===== src/rtl/systolic_input_ctrl.sv =====
// systolic_input_ctrl
// Sequences the per-row input shifters on the systolic array's left edge.
// Each tile runs CLEAR -> LOAD -> STREAM -> DONE:
//   - CLEAR reloads the shifters' per-row delay counters.
//   - LOAD takes ARRAYWIDTH beats from the operand buffer.
//   - STREAM holds out_en for the whole skewed drain window.
//   - DONE pulses done for one cycle and counts the tile.
// abort cancels a tile from any busy state: the shifters are cleared and the
// tile is not counted.
//
// Handshake: a beat transfers in every cycle where in_valid and in_ready are
// both high. in_ready is high only in LOAD and only when abort is low. The
// source may raise or drop in_valid at any time; a low in_valid in LOAD
// stalls the tile by exactly one cycle. The shifters' load_en is that
// transfer strobe and nothing else.

module systolic_input_ctrl #(
  parameter int ARRAYWIDTH = 4,
  parameter int DSP_DELAY  = 4
) (
  input  logic        clk,
  input  logic        rst,
  input  logic        start,
  input  logic        abort,
  input  logic        in_valid,
  output logic        in_ready,
  output logic        sh_clr,
  output logic        sh_load_en,
  output logic        sh_out_en,
  output logic [7:0]  beat_idx,
  output logic        busy,
  output logic        done,
  output logic [15:0] tile_cnt,
  output logic [2:0]  state_dbg
);

  // Drain window: the last row is skewed by (DSP_DELAY-1)*(ARRAYWIDTH-1)
  // cycles, and a full diagonal needs another 2*ARRAYWIDTH-1 cycles to pass
  // through the array.
  localparam int DRAIN = (2 * ARRAYWIDTH - 1) + (DSP_DELAY - 1) * (ARRAYWIDTH - 1);

  // The counter starts at DRAIN-1 and counts down to 0, so STREAM lasts
  // exactly DRAIN cycles.
  localparam logic [7:0] DRAIN_INIT = 8'(DRAIN - 1);
  localparam logic [7:0] LAST_BEAT  = 8'(ARRAYWIDTH - 1);

  // The drain counter is 8 bits; a larger window cannot be represented.
  generate
    if (DRAIN > 255 || DRAIN < 1) begin : g_drain_range_check
      $error("systolic_input_ctrl: DRAIN out of range for the 8-bit drain counter");
    end
    if (ARRAYWIDTH < 1 || ARRAYWIDTH > 256) begin : g_width_range_check
      $error("systolic_input_ctrl: ARRAYWIDTH must be in 1..256 for the 8-bit beat index");
    end
  endgenerate

  typedef enum logic [2:0] {
    S_IDLE   = 3'd0,
    S_CLEAR  = 3'd1,
    S_LOAD   = 3'd2,
    S_STREAM = 3'd3,
    S_DONE   = 3'd4,
    S_ABORT  = 3'd5
  } state_t;

  state_t     state;
  logic [7:0] drain_cnt;

  // State machine, beat index, drain counter and completed-tile counter.
  always_ff @(posedge clk or negedge rst) begin
    if (!rst) begin
      state     <= S_IDLE;
      beat_idx  <= 8'd0;
      drain_cnt <= 8'd0;
      tile_cnt  <= 16'd0;
    end else begin
      case (state)
        S_IDLE: begin
          // abort has no meaning in IDLE, so start always wins here.
          if (start) begin
            state <= S_CLEAR;
          end
        end

        S_CLEAR: begin
          if (abort) begin
            state    <= S_ABORT;
            beat_idx <= 8'd0;
          end else begin
            state    <= S_LOAD;
            beat_idx <= 8'd0;
          end
        end

        S_LOAD: begin
          if (abort) begin
            state    <= S_ABORT;
            beat_idx <= 8'd0;
          end else if (in_valid) begin
            if (beat_idx == LAST_BEAT) begin
              // Last beat taken: the index returns to 0 so it always names
              // the next beat, and the drain window begins.
              state     <= S_STREAM;
              beat_idx  <= 8'd0;
              drain_cnt <= DRAIN_INIT;
            end else begin
              beat_idx <= beat_idx + 8'd1;
            end
          end
        end

        S_STREAM: begin
          if (abort) begin
            state     <= S_ABORT;
            drain_cnt <= 8'd0;
          end else if (drain_cnt == 8'd0) begin
            state <= S_DONE;
          end else begin
            drain_cnt <= drain_cnt - 8'd1;
          end
        end

        S_DONE: begin
          // A late abort still cancels the tile: no done, no count.
          if (abort) begin
            state <= S_ABORT;
          end else begin
            state    <= S_IDLE;
            tile_cnt <= tile_cnt + 16'd1;
          end
        end

        S_ABORT: begin
          state     <= S_IDLE;
          beat_idx  <= 8'd0;
          drain_cnt <= 8'd0;
        end

        default: begin
          state     <= S_IDLE;
          beat_idx  <= 8'd0;
          drain_cnt <= 8'd0;
        end
      endcase
    end
  end

  // Output decode from the current state. abort suppresses the shifter
  // strobes and done in the same cycle, so a cancelled tile moves no data.
  always_comb begin
    in_ready   = 1'b0;
    sh_clr     = 1'b0;
    sh_load_en = 1'b0;
    sh_out_en  = 1'b0;
    busy       = 1'b0;
    done       = 1'b0;
    case (state)
      S_IDLE: begin
        busy = 1'b0;
      end
      S_CLEAR: begin
        busy   = 1'b1;
        sh_clr = 1'b1;
      end
      S_LOAD: begin
        busy       = 1'b1;
        in_ready   = ~abort;
        sh_load_en = in_valid & ~abort;
      end
      S_STREAM: begin
        busy      = 1'b1;
        sh_out_en = ~abort;
      end
      S_DONE: begin
        busy = 1'b1;
        done = ~abort;
      end
      S_ABORT: begin
        busy   = 1'b1;
        sh_clr = 1'b1;
      end
      default: begin
        busy = 1'b0;
      end
    endcase
  end

  assign state_dbg = state;

endmodule

===== config.mk =====
export PLATFORM = sky130hd
export DESIGN_NAME = systolic_input_ctrl
export DESIGN_NICKNAME = d
export VERILOG_FILES = /design/src/rtl/systolic_input_ctrl.sv
export SDC_FILE = /design/constraint.sdc
export NUM_CORES = 1
export LEC_CHECK = 0
export ABC_AREA = 0
export CELL_PAD_IN_SITES_DETAIL_PLACEMENT = 1
export CELL_PAD_IN_SITES_GLOBAL_PLACEMENT = 1
export CORE_UTILIZATION = 34
export DETAILED_ROUTE_END_ITERATION = 8
export DONT_BUFFER_PORTS = 1
export MAX_ROUTING_LAYER = met4
export PLACE_DENSITY_LB_ADDON = 0.1
export SYNTH_ARGS = -nofsm -noshare
export SYNTH_HDL_FRONTEND = slang
export SYNTH_SLANG_ARGS = --single-unit

===== constraint.sdc =====
create_clock -name clk -period 3.5 [get_ports clk]
set_input_delay 0.525 -clock clk [delete_from_list [all_inputs] [get_ports clk]]
set_output_delay 0.525 -clock clk [all_outputs]
set_load 0.02 [all_outputs]

; ---- Word level (Yosys, flattened, before mapping)
; Cells that the tools add are included.
[totals]
inputBits = 5
output_inout_bits = 33
wordCells = 60
reg_bits = 35
[op_classes]
eq_ne = 14
add_sub_neg = 3
muxes = 25
n_reduce_logical = 10
bitwise_logic = 4
[op_table]
columns = cell, n
row1 = 8-bit 2-to-1 mux, 8
row2 = 3-bit 2-to-1 mux, 8
row3 = 8-bit case mux with 3 select lines, 1
row4 = "16-bit by 1-bit adder with 16-bit output, second input constant", 1
row5 = 8-bit case mux with 2 select lines, 1
row6 = 3-bit case mux with 5 select lines, 1
row7 = "3-bit inequality test, second input constant", 4
row8 = "8-bit by 1-bit adder with 8-bit output, second input constant", 1
row9 = "8-bit by 2-bit equality test with 1-bit output, second input constant", 1
row10 = 8-bit logical NOT, 1
row11 = "2-bit inequality test, second input constant", 4
row12 = "8-bit by 1-bit subtractor with 8-bit output, second input constant", 1
row13 = "3-bit by 2-bit equality test with 1-bit output, second input constant", 2
row14 = "3-bit equality test, second input constant", 2
row15 = 1-bit 2-to-1 mux, 6
row16 = 3-bit OR reduction, 2
row17 = 5-bit AND reduction, 1
row18 = 5-bit OR reduction, 1
row19 = 2-bit AND reduction, 2
row20 = 4-bit AND reduction, 1
row21 = "3-bit by 1-bit equality test with 1-bit output, second input constant", 1
row22 = 3-bit logical NOT, 1
row23 = 1-bit inverter, 3
row24 = 2-bit OR reduction, 1
row25 = 1-bit AND, 1

; ---- Logic depth before layout (Yosys ltp)
[depth]
depth_word = 5
depth_mapped = 7
depth_no_buf = 6

; ---- Worst setup path before layout
; No wires, ideal clock.
[synth_path]
kind = reg2out
from = register state[0] (netlist: state_dbg[0])
to = output port sh_load_en
arrival_ns = 1.792
stages_incl_launch_ff = 5
setup_slack_ns = 1.183
cell_sequence = dfrtp_1 > buf_6 > or3b_2 > clkbuf_2 > nor3_1
[synth_between]
elab_chain_len = 2
[synth_rtl]
columns = item, line_no
row1 = from (decl), 66  ; state_t state;
row2 = from (signal assigned), 72  ; state <= S_IDLE;
row3 = from (signal assigned), 81  ; state <= S_CLEAR;
row4 = from (signal assigned), 87  ; state <= S_ABORT;
row5 = 3-bit by 2-bit equality test with 1-bit output, 157  ; case (state)
row6 = 1-bit 2-to-1 mux, 157
row7 = to (decl), 28  ; output logic sh_load_en,
; No other way between the ends.

; ---- Worst setup path in the final report
; Ends and elaborated chain as after synthesis.

==> impl_results.md <==
* Post-CTS sizing at 0
* Hold slack final at 0.0664 ns
* DP Area at 2000 um^2
* Critical Path RT at 2.97 ns
* Root Driver: clkbuf_8
* # port buffers at 0
* CP max stage delay at 0.69 ns
* Die W at ~80 um
* Fill count at 635
* Drt drc at 0
* Initial Util at 0.355
* Clock Tree Buf Depth at 2
* Hold Crit Class: input pin to asynchronous set/reset pin
* Htree depth at 2
* Tmin final at 2.92 ns
* Syn nets at 203
* Largest net degree at the start of global routing at 36
* Yosys warns at 0
* Crit-path cells: nor2b_1, a221oi_4, nor3_1
* Worst-path clk slew at 0.08 ns
* Multi-input gate area at 993 um^2
* Critical Path Start Type: flip-flop
* Mean Syn Cell Area at 10.1 um^2
* Layout Nets at 203
* Post-synth EDFFs at 0
* Final Skew at 0.00505 ns
* Path type of the worst setup path: flip-flop to primary output
* Count of state elements after synthesis at 35
* Static Leak at around 0.0009 uW
* Drt first-iter violations at 53
* Vias at 1504
* Fmax at 0.342 GHz
* DRT Pass-1 Iters at 4
* Core ar. at 5540 um^2
* Max-slew headroom at the worst pin at 0.452
* Pre-CTS setup slack at 0.879 ns
* Post-synthesis sequential area ratio at 0.446
* Synth async-reset ratio at 1.00
* Sinks on Clock Net at 35
* Slew of the pin with the lowest slew margin at 0.815 ns
* Die Height at approximately 78 um
* CP endpoint kind: primary output
* # diodes at 0
* Post-route ant nets at 0
* Tcrit/Tclk final at 0.835
* Final Cell Area at 2130 um^2
* Initial antenna violation count at 0
* Setup-violating endpoint count in the final report at 0
* Dpl hpwl at 3360 um
* Cts bufs inserted at 5
* First-pass GRT wire length at 8020 um
* Maximum VDD drop at 0.187 mV
* Clk_lat worst skew at 0.28 ns
* Full die area at approximately 6000 um^2
* Post-DR vias/cell at 5.63
* Post-Syn Instances at 194
* Final wirelength at between 4000 and 5000 um
* Final WS setup at about 0.58 ns
* Crit path max fanout at 18
* Final instance count without filler cells at between 200 and 300
* Layout area overhead at 8.41%
* Reg area at about 880 um^2
* Total grt overflow at 0
* Mapped cell area at about 2000 um^2
* Post-CTS Repair Setup Buffers at 0
* Ports at 38
* Gr usage total at 0.171
* Post-synth top flop: dfrtp_1
* Cell area power density at 712 nW/um^2
* Final slew viol count at 0
* Final hold violation count at 0
* CP arrival at 2.40 ns
* Routability-driven placement congestion ratio at 0.799
* Placed insts at 258
* Ratio of cells with drive above 1 in the final layout at 0.138
* Status: finished, final reports clean
* CTS tree: yes
* Count of different cell masters after synthesis at 47
* Setup TNS at 0 ns
* WL per Instance at 17.4 um
* Slowest CP cell: nor3_1
* Rows at 27
* RSZ-0062 raised after global routing: false
* Number of global-route vias before repair at between 1500 and 2000
* Max cap viols at 0
[power by group]
group | internal, uW | switching [uW]
registers | 464 | 165
clock network | 212 | 156
logic | 193 | 326
total | 869 | 647
[cell usage after synthesis, drive strengths merged (2+ instances only)]
cell,instances,share of area
clkbuf,2,0.0045
o31ai,4,0.015
or3,4,0.015
xor2,7,0.031
and3,3,0.0096
nor4b,2,0.015
nand2,12,0.023
o211ai,2,0.0076
nor2,13,0.025
xnor2,9,0.040
nand4,6,0.019
or4,2,0.0076
o41ai,5,0.026
nand3,11,0.028
o22ai,2,0.0064
a21oi,15,0.038
o21ai,6,0.015
o221a,3,0.017
inv,8,0.015
dfrtp,35,0.45
ha,4,0.025
nor3,10,0.025
nor4,4,0.016
or2,2,0.0064
buf,7,0.029
nor2b,2,0.0064
[logic make-up after synthesis]
kind of cell	Yosys count	share of synthesized area
simple gates	77	0.231
fa+ha+maj	4	0.0255
xor+xnor	16	0.0713
buf+inv	17	0.0484
compound gates	44	0.172
mux	1	0.00573
flops	35	0.446
[critical path, delay by kind of cell, from the launching register on]
family,cells,cell delay [ns]
and+or+nand+nor,2,1.26
AOI/OAI and AO/OA,1,0.18
DFF,1,0.67
[area by class of cell]
| class | count | area share |
|---|---|---|
| multi-input cells | 142 | 0.467 |
| flip-flops and latches | 35 | 0.411 |
| well taps | 72 | 0.0423 |
| clock buffers | 5 | 0.0323 |
| clock inverters | 3 | 0.0206 |
| inverters | 8 | 0.0141 |
| repair buffers | 2 | 0.0129 |
[path summary, 6_finish.rpt]
kind                                           from                       end  slack [ns]  depth (start not counted)
min reg2reg                drain_cnt[7]$_DFFE_PN0P_  drain_cnt[7]$_DFFE_PN0P_        0.51                          1
max                        state_dbg[0]$_DFFE_PN0P_                sh_load_en        0.58                          3
max in group asynchronous                       rst   beat_idx[3]$_DFFE_PN0P_        3.25                          1
min                                             rst  drain_cnt[4]$_DFFE_PN0P_        0.07                          1
min in group clk                              abort  state_dbg[1]$_DFFE_PN0P_        0.31                          1
max reg2reg                state_dbg[0]$_DFFE_PN0P_   beat_idx[1]$_DFFE_PN0P_        1.09                          4
[per-layer routing]
| metal | global-route usage | part of all wire |
|---|---|---|
| met1 | 0.209 | 0.46 |
| met2 | 0.286 | 0.49 |
| met3 | 0.0419 | 0.042 |
| met4 | 0.0444 | 0.0034 |
| met5 | - | 0 |
[sequential cells by signal, summed over array words and instances, names as in the netlist]
register and flops:
beat_idx 8, drain_cnt 8, state_dbg 3, tile_cnt 16
[metrics by stage]
stage                     power [uW]  utilization
after floorplan                 1060            -
after global placement          1140        0.360
after detailed placement        1150        0.360
after CTS                       1540        0.384
after global routing            1630        0.384
final                           1520        0.384
[cells in the final DEF (no fill, tap or decap), types with 2 or more instances in the layout]
master    synthesis  routed
nand2_1          12      12
or3_1             3       3
nor2b_1           2       2
nor3_1           10      10
o21ai_0           6       6
o221a_2           3       3
o31ai_1           4       4
xnor2_1           9       9
nand4_1           6       6
a21oi_1          15      15
ha_1              4       4
inv_1             7       7
o22ai_1           2       2
xor2_1            7       7
clkbuf_8          0       5
nor2_1           13      13
o41ai_1           4       4
nor4_1            3       3
and3_1            3       3
nor4b_2           2       2
o211ai_1          2       2
or2_2             2       2
dfrtp_1          35      35
or4_1             2       2
nand3_1          11      11
[timing repair]
| item | in CTS | in global routing |
|---|---|---|
| setup endpoints to repair | 0 | 0 |
| endpoints found under the hold margin | 35 | 0 |
| hold buffers | 1 | 0 |
Note: power is estimated with default switching activity, not from simulation.
